**src/rtl/method_test_runner.sv**
```systemverilog
// method_test_runner: drives a DUT reset pulse, invokes each method channel over
// req/busy/return, checks returns against expected values, and reports a verdict.
//
// Ports:
//   clk, reset    : clock and asynchronous active-high reset
//   start         : one-cycle pulse, begins a run when not running
//   dut_reset     : reset to the DUT(s), held for RESET_CYCLES at run start
//   test_req      : per-channel one-cycle method request
//   test_busy     : per-channel busy from the DUT
//   test_return   : packed returns, channel i at [i*RET_W +: RET_W]
//   expected      : packed expected values, sampled when a channel completes
//   running, done : run in progress / run finished (held until next start)
//   pass          : valid with done, no failures and no timeouts
//   fail_mask     : channels whose return differed from expected
//   timeout_mask  : channels that never completed within TIMEOUT
//   cycle_count   : cycles from start accept to done, saturating
module method_test_runner #(
   parameter int NUM_CH        = 4,
   parameter int RET_W         = 32,
   parameter int RESET_CYCLES  = 6,
   parameter int SETTLE_CYCLES = 4,
   parameter int BUSY_GRACE    = 2,
   parameter int TIMEOUT       = 100000,
   parameter int PARALLEL      = 0
) (
   input  logic                    clk,
   input  logic                    reset,
   input  logic                    start,
   output logic                    dut_reset,
   output logic [NUM_CH-1:0]       test_req,
   input  logic [NUM_CH-1:0]       test_busy,
   input  logic [NUM_CH*RET_W-1:0] test_return,
   input  logic [NUM_CH*RET_W-1:0] expected,
   output logic                    running,
   output logic                    done,
   output logic                    pass,
   output logic [NUM_CH-1:0]       fail_mask,
   output logic [NUM_CH-1:0]       timeout_mask,
   output logic [31:0]             cycle_count
);

   localparam int CH_W   = (NUM_CH > 1) ? $clog2(NUM_CH) : 1;
   localparam int TO_W   = $clog2(TIMEOUT + 1);
   localparam int GR_W   = $clog2(BUSY_GRACE + 2);
   localparam int PH_MAX = (RESET_CYCLES > SETTLE_CYCLES) ?
                           RESET_CYCLES : SETTLE_CYCLES;
   localparam int PH_W   = $clog2(PH_MAX + 1);

   typedef enum logic [2:0] {
      S_IDLE,
      S_DRESET,
      S_SETTLE,
      S_ISSUE,
      S_WAIT,
      S_FINISH
   } state_t;

   state_t            r_state;
   logic [PH_W-1:0]   r_ph;
   logic [CH_W-1:0]   r_ch;
   logic [GR_W-1:0]   r_grace;
   logic [TO_W-1:0]   r_tcnt;
   logic [NUM_CH-1:0] r_cdone;
   logic              r_dut_reset;
   logic [NUM_CH-1:0] r_req;
   logic              r_running;
   logic              r_done;
   logic              r_pass;
   logic [NUM_CH-1:0] r_fail;
   logic [NUM_CH-1:0] r_to;
   logic [31:0]       r_cyc;

   logic [NUM_CH-1:0] w_act;
   logic [NUM_CH-1:0] w_mis;
   logic [NUM_CH-1:0] w_fin;
   logic              w_post;
   logic              w_tout;
   logic              w_all;
   logic              w_last;
   logic [CH_W-1:0]   w_ch_nx;

   always_comb begin
      w_mis = '0;
      for (int i = 0; i < NUM_CH; i++) begin
         w_mis[i] = test_return[i*RET_W +: RET_W] !=
                    expected[i*RET_W +: RET_W];
      end
   end

   // Channels taking part in the current wait: one in sequential mode,
   // all of them in parallel mode.
   assign w_act   = (PARALLEL != 0) ? '1 : (NUM_CH'(1) << r_ch);
   assign w_post  = (r_grace == GR_W'(BUSY_GRACE));
   // A channel completes on its first non-busy cycle after the grace window.
   assign w_fin   = (w_post ? w_act : '0) & ~r_cdone & ~test_busy;
   // Timeout counts only post-grace cycles; it fires on the TIMEOUT-th one.
   assign w_tout  = w_post && (r_tcnt == TO_W'(TIMEOUT - 1));
   assign w_all   = &(r_cdone | w_fin | ~w_act);
   assign w_last  = (PARALLEL != 0) || (r_ch == CH_W'(NUM_CH - 1));
   assign w_ch_nx = r_ch + CH_W'(1);

   always_ff @(posedge clk or posedge reset) begin
      if (reset) begin
         r_state     <= S_IDLE;
         r_ph        <= '0;
         r_ch        <= '0;
         r_grace     <= '0;
         r_tcnt      <= '0;
         r_cdone     <= '0;
         r_dut_reset <= 1'b1;
         r_req       <= '0;
         r_running   <= 1'b0;
         r_done      <= 1'b0;
         r_pass      <= 1'b0;
         r_fail      <= '0;
         r_to        <= '0;
         r_cyc       <= '0;
      end else begin
         if (r_running && (r_cyc != 32'hFFFF_FFFF)) begin
            r_cyc <= r_cyc + 32'd1;
         end
         unique case (r_state)
            S_IDLE: begin
               r_dut_reset <= 1'b0;
               if (start) begin
                  r_state     <= S_DRESET;
                  r_dut_reset <= 1'b1;
                  r_fail      <= '0;
                  r_to        <= '0;
                  r_pass      <= 1'b0;
                  r_done      <= 1'b0;
                  r_cyc       <= '0;
                  r_running   <= 1'b1;
                  r_ph        <= '0;
                  r_ch        <= '0;
               end
            end
            S_DRESET: begin
               if (r_ph == PH_W'(RESET_CYCLES - 1)) begin
                  r_state     <= S_SETTLE;
                  r_dut_reset <= 1'b0;
                  r_ph        <= '0;
               end else begin
                  r_ph <= r_ph + PH_W'(1);
               end
            end
            S_SETTLE: begin
               if (r_ph == PH_W'(SETTLE_CYCLES - 1)) begin
                  r_state <= S_ISSUE;
                  r_req   <= w_act;
                  r_ph    <= '0;
               end else begin
                  r_ph <= r_ph + PH_W'(1);
               end
            end
            S_ISSUE: begin
               r_req   <= '0;
               r_state <= S_WAIT;
               r_grace <= '0;
               r_tcnt  <= '0;
               r_cdone <= '0;
            end
            S_WAIT: begin
               if (!w_post) begin
                  r_grace <= r_grace + GR_W'(1);
               end else begin
                  r_tcnt <= r_tcnt + TO_W'(1);
               end
               r_fail  <= r_fail | (w_fin & w_mis);
               r_cdone <= r_cdone | w_fin;
               if (w_all || w_tout) begin
                  // Completion in the timeout cycle wins over the timeout.
                  if (w_tout) begin
                     r_to <= r_to | (w_act & ~r_cdone & ~w_fin);
                  end
                  if (w_last) begin
                     r_state <= S_FINISH;
                  end else begin
                     r_ch    <= w_ch_nx;
                     r_req   <= NUM_CH'(1) << w_ch_nx;
                     r_state <= S_ISSUE;
                  end
               end
            end
            S_FINISH: begin
               r_pass    <= ~|r_fail & ~|r_to;
               r_done    <= 1'b1;
               r_running <= 1'b0;
               r_state   <= S_IDLE;
            end
            default: begin
               r_state <= S_IDLE;
            end
         endcase
      end
   end

   assign dut_reset    = r_dut_reset;
   assign test_req     = r_req;
   assign running      = r_running;
   assign done         = r_done;
   assign pass         = r_pass;
   assign fail_mask    = r_fail;
   assign timeout_mask = r_to;
   assign cycle_count  = r_cyc;

endmodule

```
**config.mk**
```make
export PLATFORM = sky130hd
export DESIGN_NAME = method_test_runner
export DESIGN_NICKNAME = d
export VERILOG_FILES = /design/src/rtl/method_test_runner.sv
export SDC_FILE = /design/constraint.sdc
export NUM_CORES = 1
export LEC_CHECK = 0
export BUFFER_PORTS_ARGS = -buffer_cell sky130_fd_sc_hd__buf_4
export CAP_MARGIN = 40
export CORE_AREA = 3 3 121 123
export CTS_BUF_LIST = sky130_fd_sc_hd__clkbuf_16
export DETAILED_ROUTE_END_ITERATION = 12
export DIE_AREA = 0 0 124 126
export PLACE_DENSITY = 0.83
export SYNTH_ARGS = -nofsm -noshare
export SYNTH_HDL_FRONTEND = slang
export SYNTH_SLANG_ARGS = --single-unit
export TNS_END_PERCENT = 20
```
**constraint.sdc**
```tcl
create_clock -name clk -period 4.2 [get_ports clk]
set_clock_uncertainty 0.1 [all_clocks]
set_input_delay 0.21 -clock clk [delete_from_list [all_inputs] [get_ports clk]]
set_output_delay 0.21 -clock clk [all_outputs]
set_load 0.02 [all_outputs]
```
==> Yosys cells after proc, flatten, opt, wreduce, memory -nomap -nowiden <==
Cells that the tools add are included.
{ "classes": {"shifts": 2, "n_reduce_logical": 25, "mux": 40, "n_bitwise": 14, "eq_ne": 23, "n_addsub": 5} }
{ "op_table": {"columns": ["cell", "count"], "rows": [
  ["32-bit inequality test", 4],
  ["32-bit two-way mux", 3],
  ["17-bit case mux with 2 select lines", 1],
  ["32-bit by 1-bit adder with 32-bit output (second input constant)", 1],
  ["32-bit inequality test (second input constant)", 1],
  ["4-bit two-way mux", 7],
  ["3-bit two-way mux", 8],
  ["4-bit case mux with 2 select lines", 3],
  ["4-bit AND", 5],
  ["4-bit AND reduction", 5],
  ["17-bit by 1-bit adder with 17-bit output (second input constant)", 1],
  ["17-bit == test (second input constant)", 1],
  ["17-bit two-way mux", 1],
  ["2-bit inequality test (second input constant)", 8],
  ["4-bit NOT", 4],
  ["4-bit OR", 4],
  ["3-bit case mux with 5 select lines", 1],
  ["4-bit case mux with 3 select lines", 1],
  ["2-bit AND reduction", 6],
  ["3-bit by 2-bit == test with 1-bit output (second input constant)", 3],
  ["3-bit == test (second input constant)", 3],
  ["3-bit case mux with 3 select lines", 1],
  ["2-bit two-way mux", 4],
  ["1-bit case mux with 2 select lines", 4],
  ["15 further kinds", 29]
]} }
{ "word_totals": {"out_inout_bits": 48, "register_bits": 79, "inputBits": 263} }

==> Longest topological paths before layout <==
Gate-level depths: netlist (run 1).
{ "depth": {"word_depth": 10, "depth_mapped": 8, "depth_no_buf": 7} }

==> Least setup slack after synthesis (run 1) <==
Ideal clock, no wire load.
{ "synth_timing": {"path_kind": "reg-to-reg", "start": "register r_grace[0]", "end": "register r_req[0], in the netlist test_req[0]", "path_stages_with_launch": 8, "required_ps": 3975, "setup_slack_ps": 1850, "arrival_time_ps": 2125, "path_cell_list": "dfrtp_1 > inv_1 > ha_1 > inv_1 > or4_1 > nor4_2 > o22ai_1 > mux2_2"} }
{ "synth_via": {"elab_chain_len": 10, "word_cells_on_any_way": 11} }
{ "synth_lines": {"columns": ["item", "line", "source"], "rows": [
  ["start: declaration", "61", "logic [GR_W-1:0] r_grace;"],
  ["start signal: assignment", "165", "r_grace <= r_grace + GR_W'(1);"],
  ["2-bit == test *", "93", "assign w_post = (r_grace == GR_W'(BUSY_GRACE));"],
  ["4-bit two-way mux", "95", "assign w_fin = (w_post ? w_act : '0) & ~r_cdone & ~test_busy;"],
  ["4-bit AND (2 in series)", "95", null],
  ["4-bit OR (2 in series)", "98", "assign w_all = &(r_cdone | w_fin | ~w_act);"],
  ["4-bit AND reduction", "98", null],
  ["1-bit logical OR *", "171", "if (w_all || w_tout) begin"],
  ["2-bit inequality test (no line) *", null, null],
  ["4-bit AND reduction (no line) *", null, null],
  ["end signal: assignment", "150", "r_req <= w_act;"],
  ["end signal: assignment", "180", "r_req <= NUM_CH'(1) << w_ch_nx;"],
  ["end: declaration", "65", "logic [NUM_CH-1:0] r_req;"]
]} }
Every way passes the cells marked *; elsewhere a longest branch is shown, timed or not.
A chain may end at the register's enable or synchronous reset.

==> Worst setup path after layout (run 1) <==
Ends and elaborated chain as after synthesis.

==> results of run 1 <==
## stage by stage
step           setup WS (ns)  area (um2)  cells  utilization [%]
5_1_grt                 1.40        8340   1116             60.5
3_3_place_gp            1.71        8060   1099             58.5
3_5_place_dp            1.54        8070   1100             58.6
6_report                1.55        8340   1117             60.5
2_1_floorplan           1.85        5550    623                -
4_1_cts                 1.56        8340   1116             60.5
## cell type report
cell class	count	area, um2
clock buffers	9	225
well taps	180	225
diodes	1	2.50
inverters	17	63.8
clock inverters	6	30.0
multi-input cells	510	3450
repair buffers	315	2370
fillers	1214	5430
flip-flops and latches	79	1980
## power breakdown
| part | switching [mW] | internal (mW) | leakage (nW) |
|---|---|---|---|
| Combinational | 0.531 | 0.491 | 2.85 |
| Sequential | 0.146 | 0.868 | 1.07 |
| Clock | 0.302 | 0.389 | 0.130 |
| Total | 0.979 | 1.75 | 4.06 |
## layer usage
metal	GRT usage, %	part of all wire [%]	vias to the layer above
met2	44.6	48	298
met1	31.7	38	2757
li1	-	-	2836
met5	0	0.033	-
met4	8.44	3.3	2
met3	10.1	11	38
## cell families after synthesis
logic type | Yosys count | synth area share, %
compound gates | 100 | 10.8
xor+xnor | 146 | 23.0
fa+ha+maj | 11 | 2.48
buf+inv | 34 | 2.37
flops | 79 | 35.6
mux | 10 | 1.92
simple gates | 243 | 23.7
## worst reg2reg max path, delay by kind of cell (launching register included)
kind / cells / cell delay (ns)
AO/OA/AOI/OAI: 1 / 0.28
adder cells (fa/ha/maj): 1 / 0.20
buffers and inverters: 2 / 0.18
flip-flops: 1 / 0.40
multiplexers: 1 / 0.33
AND/OR/NAND/NOR: 2 / 1.04
## flip-flops by register name, summed over array words and instances (netlist names)
register,count
r_cdone,4
r_ch,2
timeout_mask,4
r_grace,2
pass,1
r_ph,3
test_req,4
running,1
dut_reset,1
fail_mask,4
done,1
r_state,3
cycle_count,32
r_tcnt,17
## worst max path at each step
stage	end	slack [ns]
6_report	test_req[0]$_DFFE_PP0P_	1.55
3_5_place_dp	test_req[2]$_DFFE_PP0P_	1.54
5_1_grt	test_req[0]$_DFFE_PP0P_	1.40
2_1_floorplan	test_req[0]$_DFFE_PP0P_	1.85
4_1_cts	test_req[0]$_DFFE_PP0P_	1.56
3_3_place_gp	test_req[0]$_DFFE_PP0P_	1.71
## timing repair
item | in CTS | in global routing
hold endpoints to repair | 34 | 0
endpoints found under the setup margin | 0 | 0
hold buffers | 1 | 0
## placed cells by master (no fill, tap or decap), types with 2 or more instances in the layout
cell type,n
inv_1,17
nor3_1,5
ha_1,11
nand3b_1,4
nand2_1,54
nand2b_1,5
xor2_1,140
o31ai_1,6
nand4_1,17
clkinv_2,3
a22o_1,5
buf_4,314
a31o_2,2
or3_1,17
and2_1,3
o21ai_0,38
mux2_2,5
or4_1,10
o211ai_1,2
nor4_1,35
nand3_1,24
a21oi_1,29
o2bb2ai_1,2
mux2i_1,5
and4_1,6
clkbuf_16,9
a31oi_1,2
nand4b_1,2
xnor2_1,6
and3_1,5
nor2b_1,9
o22ai_1,2
a41o_1,2
nor2_1,38
dfrtp_1,78
==> flow_metrics.tcl, run 1 <==
set metrics [dict create \
    status "completed" \
    cts_resized 0 \
    syn-cell-area_um2 5550 \
    layout.nets 1206 \
    via_per_inst 5.31 \
    arrival_ns 2.77 \
    cts_buffer_depth 2 \
    synth_flop_cell "dfrtp_1" \
    cts_buffers 9 \
    fin_tns_setup_ns 0 \
    power_leakage_nw 4.06 \
    htree_num_levels 3 \
    globalRouteOverflowTotal 0 \
    rows 43 \
    synth_top_area_share_pct 35.2 \
    path_delay_family "simple AND/OR/NAND/NOR gates" \
    synth-seq-cells 79 \
    cts_root_buf "clkbuf_16" \
    relSlewSlack_pct 48.3 \
    clkTransAtPathRegs_ns 0.06 \
    io_pins 311 \
    area.growth.synth_to_final_pct 50.2 \
    via_count 5931 \
    final_layout_size_suffix_gt1_share_pct 36.5 \
    globalplace.congestion 0.977 \
    grt_setup_unrepaired "false" \
    chipWidth_um 124 \
    synth_largest_area_cell "dfrtp_1" \
    dp_hpwl_mm 18.1 \
    setup_viol 0 \
    slowest_stage "or4_1" \
    cp.buffers_inverters 2 \
    finalHoldViolations 0 \
    dieArea_um2 15600 \
    r2r_slack_ns 1.55 \
    crit_start "r_grace[0]$_DFFE_PP0P_" \
    grt_max_degree 45 \
    dieHeight_um 126 \
    layout_min_cycle_time_ns 2.65 \
    synth_edf_count 0 \
    tritoncts "built" \
    synth_cell_types 53 \
    power_mw 2.73 \
    crit_required_ns 4.32 \
    synth_area_leaders "dfrtp_1 (35%), xor2_1 (22%), nor4_1 (3.9%), nand2_1 (3.7%), o21ai_0 (3.4%)" \
    syn_avg_cell_area_um2 8.91 \
    hp-start "test_busy[1]" \
    reg2reg_to "test_req[0]$_DFFE_PP0P_" \
    min_to "r_cdone[1]$_DFFE_PP0N_" \
    antenna_found_initial 1 \
    endpoint_kind "flop" \
    max_freq_ghz 0.377 \
    synth_commonest_cells "xor2_1 (140), dfrtp_1 (78), nand2_1 (54), nor2_1 (38), o21ai_0 (38)" \
    grt_pass1_wl_mm 31.6 \
    synthArstFlopShare_pct 100 \
    initial_core_util_pct 40.3 \
    holdPathStages 3 \
    post-route-drc-count 0 \
    cpPeakStageDelay_ns 0.55 \
    critPathMaxFanout 6 \
    seq_area_frac_synth_pct 35.6 \
    r2r_cells 7 \
    cpMostUsedCell "inv_1" \
    syn-instance-count 623 \
    hp-class "in -> reg" \
    crit_path_start_kind "flop" \
    timing.rr.start "r_grace[0]$_DFFE_PP0P_" \
    final_max_slew_viol_count 0 \
    cts_setup_buffers 0 \
    drtIter0Drc 404 \
    routedWlPerCell_um 19.2 \
    hold_ws_ns 0.0636 \
    tightest_slew_ns 0.774 \
    wl_mm 21.5 \
    firstDrtPassIters 5 \
    grt_use_total_pct 26.7 \
    io_buffers 310 \
    coreArea_um2 13800 \
    crit_cells 7 \
    clock_latency_ns 0.34 \
    grt_pass1_vias 5862 \
    maxCapViolations 0 \
    peakVddDrop_mv 0.230 \
    yosysMostFrequentCell "xor2_1" \
    clock_sinks 79 \
    critPathKind "reg -> reg" \
    final.period_utilization_pct 63.2 \
    path_cells "inv_1 > ha_1 > inv_1 > or4_1 > nor4_2 > o22ai_1 > mux2_2" \
    p_per_area_nw_per_um2 327 \
    syn_nets 897 \
    yosys_warnings 0 \
    ant_nets 0 \
]
Note: power is estimated with default switching activity, not from simulation.
==> run 2, diff against run 1 <==
CORE_AREA = 3 3 119 121   (was 3 3 121 123)
DIE_AREA = 0 0 122 124   (was 0 0 124 126)
PLACE_DENSITY = 0.85   (was 0.83)
clock period = 2.5 ns   (was 4.2 ns; I/O delays follow)
==> flow_metrics.tcl, run 2 (same netlist as run 1, synthesis figures left out) <==
set metrics [dict create \
    ant_nets 0 \
    mostFrequentLayoutCells "buf_4 (325), xor2_1 (140), dfrtp_1 (78)" \
    grt_pass1_vias 6084 \
    dieHeight_um 124 \
    layout.nets 1220 \
    status "completed" \
    cts_buffer_depth 2 \
    multi_input_area_um2 3470 \
    io_pins 311 \
    largest_reg_flops 32 \
    fin_ws_ns 0.166 \
    hp-class "in -> reg" \
    maxCapViolations 0 \
    endpoint_kind "flop" \
    clkTransAtPathRegs_ns 0.06 \
    critPathMaxFanout 6 \
    tightest_slew_ns 0.647 \
    io_buffers 310 \
    power_leakage_nw 4.18 \
    wl_mm 22.3 \
    htree_num_levels 3 \
    crit_path_start_kind "flop" \
    cts_root_buf "clkbuf_16" \
    drtIter0Drc 391 \
    relSlewSlack_pct 56.8 \
    final_common_cell "buf_4" \
    final.period_utilization_pct 93.3 \
    peakVddDrop_mv 0.400 \
    routedWlPerCell_um 19.7 \
    setup_viol 0 \
    pre_cts_ws_ns 0.0559 \
    clock_sinks 79 \
    crit_required_ns 2.61 \
    grt_max_degree 34 \
    via_count 6063 \
    cts_buffers 9 \
    chipWidth_um 122 \
    globalplace.congestion 0.956 \
    nFillCells 1111 \
    dp_hpwl_mm 18.9 \
    clock_latency_ns 0.34 \
    arrival_ns 2.45 \
    ff_latch_area_um2 1980 \
    rows 42 \
    antenna_found_initial 4 \
    final_max_slew_viol_count 0 \
    coreArea_um2 13200 \
    layout_min_cycle_time_ns 2.33 \
    power_mw 4.98 \
    tritoncts "built" \
    p_per_area_nw_per_um2 583 \
    post-route-drc-count 0 \
    critPathKind "reg -> reg" \
    firstDrtPassIters 7 \
    dieArea_um2 15100 \
    grt_pass1_wl_mm 32.6 \
    fin_util_pct 64.8 \
    initial_core_util_pct 42.1 \
    finalHoldViolations 0 \
    globalRouteOverflowTotal 0 \
    via_per_inst 5.37 \
    max_freq_ghz 0.429 \
    grt_use_total_pct 28.9 \
    area.growth.synth_to_final_pct 54.1 \
    final_layout_size_suffix_gt1_share_pct 37.5 \
]
-- run 2: stage by stage --
stage,cell area (um2),hold slack [ns],setup TNS [ns],instances
final,8550,0.0245,0,1129
after global routing,8550,0.0288,-0.00464,1128
after CTS,8530,0.0296,0,1126
after detailed placement,8170,0.163,0,1108
after global placement,8170,0.158,0,1108
after floorplan,5550,0.205,0,623
-- run 2: layout make-up --
class / count / area share (%)
timing repair buffer: 329 / 29.1
multi-input combinational: 510 / 40.5
antenna: 3 / 0.0878
sequential: 79 / 23.1
clock buffer: 9 / 2.63
tap: 176 / 2.57
clock inverter: 6 / 1.20
inverter: 17 / 0.746
-- run 2: power breakdown --
part / leakage (nW) / internal, mW / switching [mW] / total (mW)
Combinational: 2.94 / 0.882 / 1.02 / 1.91
Sequential: 1.07 / 1.46 / 0.163 / 1.62
Clock: 0.168 / 0.960 / 0.496 / 1.46
-- run 2: what timing repair did --
action	in CTS	in global routing
endpoints found under the hold margin	31	0
setup endpoints to repair	0	15
resized for setup	0	3
setup buffers	0	0
hold buffers	3	0
-- run 2: worst max-delay path: stages, from the launching register on --
cell	delay, ns
dfrtp_1	0.39
inv_1	0.06
ha_1	0.20
inv_1	0.12
or4_1	0.59
nor4_4	0.26
buf_4	0.18
nor2_1	0.05
a211o_1	0.28
-- run 2: path summary, 6_finish.rpt --
kind	slack, ns	cells after the start	to	start
worst min-delay path	0.02	3	r_cdone[0]$_DFFE_PP0N_	test_busy[0]
worst min register to register	0.38	2	r_cdone[0]$_DFFE_PP0N_	r_cdone[0]$_DFFE_PP0N_
worst max register to register	0.17	8	r_state[2]$_DFFE_PP0P_	r_grace[0]$_DFFE_PP0P_
max in group asynchronous	1.15	5	cycle_count[17]$_DFF_PP0_	reset
min in group asynchronous	0.35	3	r_grace[1]$_DFFE_PP0P_	reset
worst max-delay path	0.17	8	r_state[2]$_DFFE_PP0P_	r_grace[0]$_DFFE_PP0P_
-- run 2: metal layers --
layer | GRT usage [%] | up-vias | wire length (um)
met5 | 0 | - | 28
met4 | 11.6 | 4 | 991
met3 | 9.22 | 59 | 2140
met2 | 51.0 | 306 | 10800
met1 | 32.5 | 2823 | 8260
li1 | - | 2871 | -
